===== src/rtl/tdm_demux12.sv =====
// tdm_demux12: receive-side 2:1 demux. Collects one channel-a and one
// channel-b word per frame from a tagged input stream and presents the
// pair on a valid/ready output handshake.
// Optional feature macro: DEMUX_FRAME_CNT_EN adds an 8-bit frame_cnt output
// that counts output handshakes.
module tdm_demux12 #(
  parameter int unsigned W = 4
) (
  input  logic         clk,
  input  logic         rst_n,
  input  logic [W-1:0] in_data,
  input  logic         in_sel,
  input  logic         in_valid,
  output logic         in_ready,
  output logic [W-1:0] out_a,
  output logic [W-1:0] out_b,
  output logic         out_valid,
  input  logic         out_ready,
  output logic         dup_err,
`ifdef DEMUX_FRAME_CNT_EN
  output logic [7:0]   frame_cnt,
`endif
  input  logic         clr_err
);

  localparam int unsigned CNT_W = 8;

  typedef enum logic [1:0] {
    EMPTY  = 2'd0,
    HAVE_A = 2'd1,
    HAVE_B = 2'd2,
    FULL   = 2'd3
  } state_e;

  state_e         state_q;
  logic [W-1:0]   out_a_q;
  logic [W-1:0]   out_b_q;
  logic           in_ready_q;
  logic           out_valid_q;
  logic           dup_err_q;
  logic           accept;
  logic           consume;

  // Handshake qualifiers; in_ready/out_valid are flops, so no comb path from out_ready.
  assign accept  = in_valid & in_ready_q;
  assign consume = out_valid_q & out_ready;

  // Frame assembly FSM with registered data, handshake and error outputs.
  always_ff @(posedge clk or negedge rst_n) begin
    if (!rst_n) begin
      state_q     <= EMPTY;
      out_a_q     <= '0;
      out_b_q     <= '0;
      in_ready_q  <= 1'b1;
      out_valid_q <= 1'b0;
      dup_err_q   <= 1'b0;
    end else begin
      // Clear first so that a duplicate in the same cycle overrides it.
      if (clr_err) begin
        dup_err_q <= 1'b0;
      end
      case (state_q)
        EMPTY: begin
          if (accept) begin
            if (in_sel) begin
              out_b_q <= in_data;
              state_q <= HAVE_B;
            end else begin
              out_a_q <= in_data;
              state_q <= HAVE_A;
            end
          end
        end
        HAVE_A: begin
          if (accept) begin
            if (in_sel) begin
              out_b_q     <= in_data;
              state_q     <= FULL;
              in_ready_q  <= 1'b0;
              out_valid_q <= 1'b1;
            end else begin
              out_a_q   <= in_data;
              dup_err_q <= 1'b1;
            end
          end
        end
        HAVE_B: begin
          if (accept) begin
            if (!in_sel) begin
              out_a_q     <= in_data;
              state_q     <= FULL;
              in_ready_q  <= 1'b0;
              out_valid_q <= 1'b1;
            end else begin
              out_b_q   <= in_data;
              dup_err_q <= 1'b1;
            end
          end
        end
        FULL: begin
          if (consume) begin
            state_q     <= EMPTY;
            in_ready_q  <= 1'b1;
            out_valid_q <= 1'b0;
          end
        end
        default: begin
          state_q     <= EMPTY;
          in_ready_q  <= 1'b1;
          out_valid_q <= 1'b0;
        end
      endcase
    end
  end

  assign in_ready  = in_ready_q;
  assign out_valid = out_valid_q;
  assign out_a     = out_a_q;
  assign out_b     = out_b_q;
  assign dup_err   = dup_err_q;

`ifdef DEMUX_FRAME_CNT_EN
  logic [CNT_W-1:0] frame_cnt_q;

  // Count completed output handshakes, wrapping naturally at 2^CNT_W.
  always_ff @(posedge clk or negedge rst_n) begin
    if (!rst_n) begin
      frame_cnt_q <= '0;
    end else if (consume) begin
      frame_cnt_q <= frame_cnt_q + CNT_W'(1);
    end
  end

  assign frame_cnt = frame_cnt_q;
`else
  logic [CNT_W-1:0] unused_cnt_w;
  assign unused_cnt_w = '0;
`endif

endmodule


===== config.mk =====
export PLATFORM = sky130hd
export DESIGN_NAME = tdm_demux12
export DESIGN_NICKNAME = d
export VERILOG_FILES = /design/src/rtl/tdm_demux12.sv
export SDC_FILE = /design/constraint.sdc
export NUM_CORES = 1
export LEC_CHECK = 0
export BUFFER_PORTS_ARGS = -buffer_cell sky130_fd_sc_hd__buf_4
export CAP_MARGIN = 20
export CORE_MARGIN = 4
export CORE_UTILIZATION = 35
export CTS_BUF_LIST = sky130_fd_sc_hd__clkbuf_8
export DETAILED_ROUTE_END_ITERATION = 10
export HOLD_SLACK_MARGIN = 0.08
export PLACE_DENSITY = 0.55
export REMOVE_ABC_BUFFERS = 1
export SETUP_SLACK_MARGIN = 0.05
export SLEW_MARGIN = 20
export SYNTH_ARGS = -nofsm -noshare
export SYNTH_HDL_FRONTEND = slang
export SYNTH_SLANG_ARGS = --single-unit
export TNS_END_PERCENT = 100

===== constraint.sdc =====
create_clock -name clk -period 2.9 [get_ports clk]
set_input_delay 0.145 -clock clk [delete_from_list [all_inputs] [get_ports clk]]
set_output_delay 0.145 -clock clk [all_outputs]
set_load 0.005 [all_outputs]

==> results.py, run 1 <==
metrics = {
    "clock_network": {
        "numCtsBuffers": 3,
        "max-clock-path-buffers": 2,
        "clk_pin_slew_ns": 0.06,
        "cts_sinks": 13,
        "htree_levels": 1,
        "root_buffer": "clkbuf_8",
        "clock_latency_ns": 0.24,
        "postCtsResizedCells": 0,
        "cts_tree": "done",
    },
    "floorplanning": {
        "dieArea_sq_mm": 0.00271,
        "io_pins": 21,
        "die_h_um": 52.0,
        "start_util": 0.380,
        "row_count": 15,
        "die_width_um": 52.0,
        "core_area_sq_mm": 0.00178,
    },
    "pwr": {
        "vdd_drop_max_uv": 264,
        "powerDensity_mw_per_mm2": 385,
        "finalPower_uw": 353,
        "p_leak_nw": 0.466,
    },
    "grt": {
        "grt_antenna_before_repair": 0,
        "grt_pass1_wl_mm": 2.28,
        "grt_pass1_vias": 507,
        "grt_usage": 0.117,
        "grt_max_degree": 14,
        "gr-total-overflow": 0,
    },
    "worst_setup_path": {
        "cp-end-kind": "flop",
        "crit_required_ns": 3.06,
        "max_stage_delay_ns": 0.49,
        "worstSetupPathType": "flop to flop",
        "critPathLaunchType": "flop",
        "ff2ff_setup_slack_ns": 0.99,
        "path_cells": "inv_1 > ha_1 > or3_1 > a221oi_1 > mux2i_1",
        "critPathMaxFanout": 5,
        "critPathArrivalTime_ns": 2.07,
        "critical-path-slowest-cell": "a221oi_1",
    },
    "synthesis": {
        "yosysSeqAreaShare": 0.482,
        "synth_cell_types": 20,
        "synthesis.area_sq_um": 678,
        "yosys_warnings": 0,
        "syn-mean-instance-area_sq_um": 13.6,
        "synth_cells": 50,
        "ys_seq_elements": 13,
        "synth_top_area_cell": "dfrtp_1",
        "synth.top_cell.area_share": 0.443,
        "synthTopCellsByArea": "dfrtp_1 (44%), mux2_2 (13%), ha_1 (9.2%)",
    },
    "route": {
        "routed-via-count": 489,
        "drt-total-wl_mm": 1.31,
        "post_drt_wl_per_cell_um": 13.1,
        "via_per_inst": 4.89,
        "dr.pass1.iters": 3,
        "post-route-drc-count": 0,
        "postRouteAntennaNets": 0,
        "initialDrtViolationCount": 3,
    },
    "timing": {
        "holdWs_ns": 0.152,
        "fin_skew_ns": 0.00505,
        "hold_viol": 0,
        "drv_slew": 0,
        "slew_headroom": 0.604,
        "setup_tns_ns": 0,
        "worst_slew_pin_slew_ns": 0.590,
        "fin_crit_ns": 1.91,
        "rsz0062_at_grt": "false",
        "fin_crit_sh": 0.659,
        "setup_viol": 0,
        "fmax_mhz": 523,
    },
    "final_layout": {
        "layout-drive-gt1-share": 0.467,
        "final_area_sq_um": 915,
        "layout.nets": 91,
        "instances_no_fill": 100,
        "synthToLayoutAreaGrowth_pct": 34.9,
        "diodes": 0,
    },
    "place": {
        "gp_congestion": 0.684,
        "numPlacedInstances": 95,
        "port_buffers": 20,
        "post_dp_cell_area_sq_um": 860,
    },
    "min_path": {
        "hold_class": "input pin to flop",
    },
    "status": {
        "status": "complete, no violations",
    },
    "run": {
        "cap_violations": 0,
    },
}
path summary, 6_finish.rpt:
kind | endpoint | from | cells past startpoint
max | state_q[0] | state_q[1] | 5
min | out_b[1] | in_data[1] | 2
max reg2reg | state_q[0] | state_q[1] | 5
min reg2reg | out_b[1] | out_b[1] | 1
max in group asynchronous | in_ready | rst_n | 2
min in group asynchronous | out_valid | rst_n | 2
layout by cell type (no fill, tap or decap):
| cell type | synthesis | layout |
|---|---|---|
| a2bb2oi_1 | 1 | 1 |
| o2bb2a_1 | 1 | 1 |
| dfrtp_1 | 12 | 12 |
| nor3_1 | 1 | 1 |
| nand2b_1 | 1 | 1 |
| nor2b_1 | 1 | 1 |
| a221oi_1 | 1 | 1 |
| inv_1 | 3 | 4 |
| clkbuf_8 | 0 | 3 |
| dfstp_2 | 1 | 1 |
| mux2i_1 | 4 | 4 |
| nand4b_1 | 1 | 1 |
| nand2_1 | 3 | 3 |
| dlygate4sd3_1 | 0 | 1 |
| a21oi_1 | 1 | 1 |
| ha_1 | 5 | 5 |
| o21ai_0 | 1 | 1 |
| or3_1 | 1 | 1 |
| mux2_2 | 8 | 8 |
| a2111oi_4 | 1 | 1 |
| buf_4 | 0 | 20 |
| o2111ai_1 | 1 | 1 |
| mux2_4 | 2 | 2 |
critical path, delay by kind of cell (launching register included):
kind | cells | cell delay (ns)
AO/OA/AOI/OAI | 1 | 0.49
buffers and inverters | 1 | 0.10
multiplexers | 1 | 0.24
AND/OR/NAND/NOR | 1 | 0.37
flip-flops | 1 | 0.37
adder cells (fa/ha/maj) | 1 | 0.25
where the power goes:
part	internal, mW	switching [mW]
logic	0.0100	0.00883
registers	0.182	0
clock network	0.0930	0.0590
metal layers:
layer | GRT usage | wire (um) | vias up
li1 | - | - | 232
met1 | 0.139 | 570 | 238
met2 | 0.178 | 610 | 17
met3 | 0.0516 | 108 | 2
met4 | 0.0568 | 22 | 0
met5 | 0 | 0 | -
synth_stat cells, drive strengths merged:
library cell and number:
o21ai 1, nor3 1, a21oi 1, a2bb2oi 1
o2bb2a 1, dfrtp 12, inv 3, a221oi 1
nand2 3, dfstp 1, ha 5, o2111ai 1
nand2b 1, a2111oi 1, mux2i 4, nor2b 1
nand4b 1, or3 1, mux2 10
metrics by stage:
| step | util | setup slack [ns] |
|---|---|---|
| 3_3_place_gp | 0.482 | 1.10 |
| 5_1_grt | 0.513 | 0.868 |
| 2_1_floorplan | - | 1.19 |
| 3_5_place_dp | 0.482 | 1.07 |
| 4_1_cts | 0.513 | 1.00 |
| 6_report | 0.513 | 0.989 |
cell families (layout without fill, tap and decap cells):
kind of cell    Yosys count  count (layout)  share of synthesized area
compound gates            7               7                      0.109
fa+ha+maj                 5               5                     0.0923
buf+inv                   3              28                     0.0166
flops                    13              13                      0.482
mux                      14              14                      0.236
simple gates              8               8                     0.0646
what timing repair did:
action / 4_1_cts / 5_1_grt
hold buffers: 1 / 0
buffers inserted: 0 / 0
endpoints found under the hold margin: 13 / 0
setup endpoints to repair: 0 / 0
final cells by class:
| class | count | area (sq um) |
|---|---|---|
| fill | 167 | 868 |
| multi-input combinational | 34 | 340 |
| sequential | 13 | 327 |
| timing repair buffer | 21 | 160 |
| clock buffer | 3 | 41.3 |
| tap | 25 | 31.3 |
| inverter | 3 | 11.3 |
| clock inverter | 1 | 3.75 |
state kept, by name, summed over array words and instances (netlist names):
name and flops:
dup_err 1, state_q 2, out_valid 1, out_a 4, in_ready 1, out_b 4
Power figures use the tool's default switching activity.
==> run 2, diff against run 1 <==
--- a/config.mk
+++ b/config.mk
@@ -5,6 +5,7 @@
 export SDC_FILE = /design/constraint.sdc
 export NUM_CORES = 1
 export LEC_CHECK = 0
+export ABC_AREA = 1
 export BUFFER_PORTS_ARGS = -buffer_cell sky130_fd_sc_hd__buf_4
 export CAP_MARGIN = 20
 export CORE_MARGIN = 4
==> constraint.sdc (replaced) <==
create_clock -name clk -period 1.8 [get_ports clk]
set_input_delay 0.09 -clock clk [delete_from_list [all_inputs] [get_ports clk]]
set_output_delay 0.09 -clock clk [all_outputs]
set_load 0.005 [all_outputs]
==> results.py, run 2 <==
metrics = {
    "status": {
        "status": "complete, no violations",
    },
    "worst_setup_path": {
        "critical-path-slowest-cell": "dfrtp_1",
        "cp-end-kind": "flop",
        "critPathLaunchType": "flop",
        "ff2ff_path_depth": 6,
        "cp_top_family": "flip-flops",
        "worstSetupPathType": "flop to flop",
        "cpMostUsedCell": "nand2_1",
        "max_stage_delay_ns": 0.37,
        "critPathMaxFanout": 4,
        "path_cells": "inv_1 > ha_1 > o21ai_0 > nand3_1 > nand2_1 > nand2_1",
        "crit_required_ns": 1.93,
        "path_depth": 6,
        "crit_buf_inv": 1,
        "critPathArrivalTime_ns": 1.52,
    },
    "final_layout": {
        "layout-drive-gt1-share": 0.274,
        "layout.nets": 129,
        "synthToLayoutAreaGrowth_pct": 33.6,
        "final_cell_mix": "nand2_1 (27), buf_4 (20), inv_1 (12), dfrtp_1 (12), o21ai_0 (11)",
        "layout_commonest_cell": "nand2_1",
        "diodes": 0,
    },
    "timing": {
        "rsz0062_at_grt": "false",
        "setup_tns_ns": 0,
        "drv_slew": 0,
        "holdWs_ns": 0.0998,
        "fin_crit_ns": 1.39,
        "fmax_mhz": 717,
        "slew_headroom": 0.791,
        "worst_slew_pin_slew_ns": 0.310,
        "setup_viol": 0,
        "fin_crit_sh": 0.774,
        "fin_skew_ns": 0.00140,
        "hold_viol": 0,
    },
    "pwr": {
        "p_leak_nw": 0.514,
        "powerDensity_mw_per_mm2": 598,
        "vdd_drop_max_uv": 625,
    },
    "place": {
        "port_buffers": 20,
        "gp_congestion": 0.839,
        "dp_hpwl_mm": 1.19,
    },
    "floorplanning": {
        "row_count": 16,
        "die_h_um": 53.1,
        "io_pins": 21,
        "die_width_um": 53.1,
        "start_util": 0.366,
        "core_area_sq_mm": 0.00194,
        "dieArea_sq_mm": 0.00282,
    },
    "route": {
        "postRouteAntennaNets": 0,
        "routed-via-count": 620,
        "initialDrtViolationCount": 11,
        "via_per_inst": 4.43,
        "post_drt_wl_per_cell_um": 10.2,
        "dr.pass1.iters": 4,
        "drt-total-wl_mm": 1.43,
        "post-route-drc-count": 0,
    },
    "synthesis": {
        "synthesis.area_sq_um": 711,
        "synthTopCellsByArea": "dfrtp_1 (42%), nand2_1 (14%), ha_1 (8.8%)",
        "ys_seq_elements": 13,
        "synth_cell_types": 16,
        "async_flop_share": 1.00,
        "synthTopCellsByCount": "nand2_1 (27), dfrtp_1 (12), inv_1 (11), o21ai_0 (11), nand3_1 (6)",
        "yosys_warnings": 0,
        "synth-edff-count": 0,
        "synth_cells": 88,
        "synthMostInstantiatedCell": "nand2_1",
        "synth_top_area_cell": "dfrtp_1",
        "syn-mean-instance-area_sq_um": 8.08,
        "yosysSeqAreaShare": 0.460,
        "synthFlopType": "dfrtp_1",
        "synth.top_cell.area_share": 0.423,
    },
    "run": {
        "cap_violations": 0,
    },
    "clock_network": {
        "clk_pin_slew_ns": 0.05,
        "cts_sinks": 13,
        "cts_tree": "done",
        "root_buffer": "clkbuf_8",
        "max-clock-path-buffers": 2,
        "numCtsBuffers": 3,
        "postCtsResizedCells": 0,
        "clock_latency_ns": 0.23,
        "htree_levels": 1,
    },
    "grt": {
        "grt_usage": 0.122,
        "grt_pass1_wl_mm": 2.46,
        "gr-total-overflow": 0,
        "grt_max_degree": 14,
        "grt_pass1_vias": 583,
        "grt_antenna_before_repair": 0,
    },
    "min_path": {
        "hold_class": "input pin to flop",
        "hold_path_depth": 3,
    },
}
run 2: area by class of cell:
type	instances	area (sq um)
inverter	14	52.6
timing repair buffer	21	160
sequential	13	327
multi-input combinational	61	332
fill	201	992
clock inverter	1	3.75
tap	27	33.8
clock buffer	3	41.3
run 2: per-stage QoR:
stage               std cells   util  power, mW  worst slack (ns)  area, sq um
floorplan                  88      -      0.307             0.551          711
global placement          135  0.461      0.330             0.430          895
detailed placement        135  0.461      0.330             0.397          895
CTS                       140  0.489      0.577             0.386          950
global route              140  0.489      0.600             0.265          950
finish                    140  0.489      0.568             0.406          950
run 2: layer usage:
metal	global-route usage	wire, um	up-vias	share of wire
met2	0.188	665	17	0.47
li1	-	-	331	-
met5	0	0	-	0
met4	0.0255	8	0	0.0056
met3	0.0507	99	2	0.069
met1	0.158	654	270	0.46
run 2: worst reg2reg max path, stage by stage (launching register included):
cell and delay, ns:
dfrtp_1 0.37, inv_1 0.10, ha_1 0.25, o21ai_0 0.30, nand3_1 0.15, nand2_1 0.08
nand2_1 0.04
run 2: what timing repair did:
item                       in CTS  in global routing
hold buffers                    1                  0
buffers inserted                0                  0
hold endpoints to repair       13                  0
setup endpoints to repair       0                  0
run 2: path summary, 6_finish.rpt:
kind / start / endpoint / slack [ns]
hold reg to reg: in_ready / in_ready / 0.47
setup / recovery: state_q[0] / out_valid / 0.41
setup reg to reg: state_q[0] / out_valid / 0.41
min in group asynchronous: rst_n / out_valid / 0.23
hold / removal: clr_err / dup_err / 0.1
max in group asynchronous: rst_n / in_ready / 1.34
run 2: cell families (layout without fill, tap and decap cells):
group	count (synthesis)	count (layout)	synth area share
AO/OA/AOI/OAI	14	14	0.106
flip-flops	13	13	0.460
AND/OR/NAND/NOR	42	42	0.273
adder cells (fa/ha/maj)	5	5	0.0880
buffers and inverters	14	39	0.0739
run 2: power breakdown:
part	switching (mW)	internal, mW	total [mW]
sequential	0	0.293	0.293
combinational	0.0173	0.0167	0.0340
clock	0.0918	0.150	0.241
total	0.109	0.459	0.568
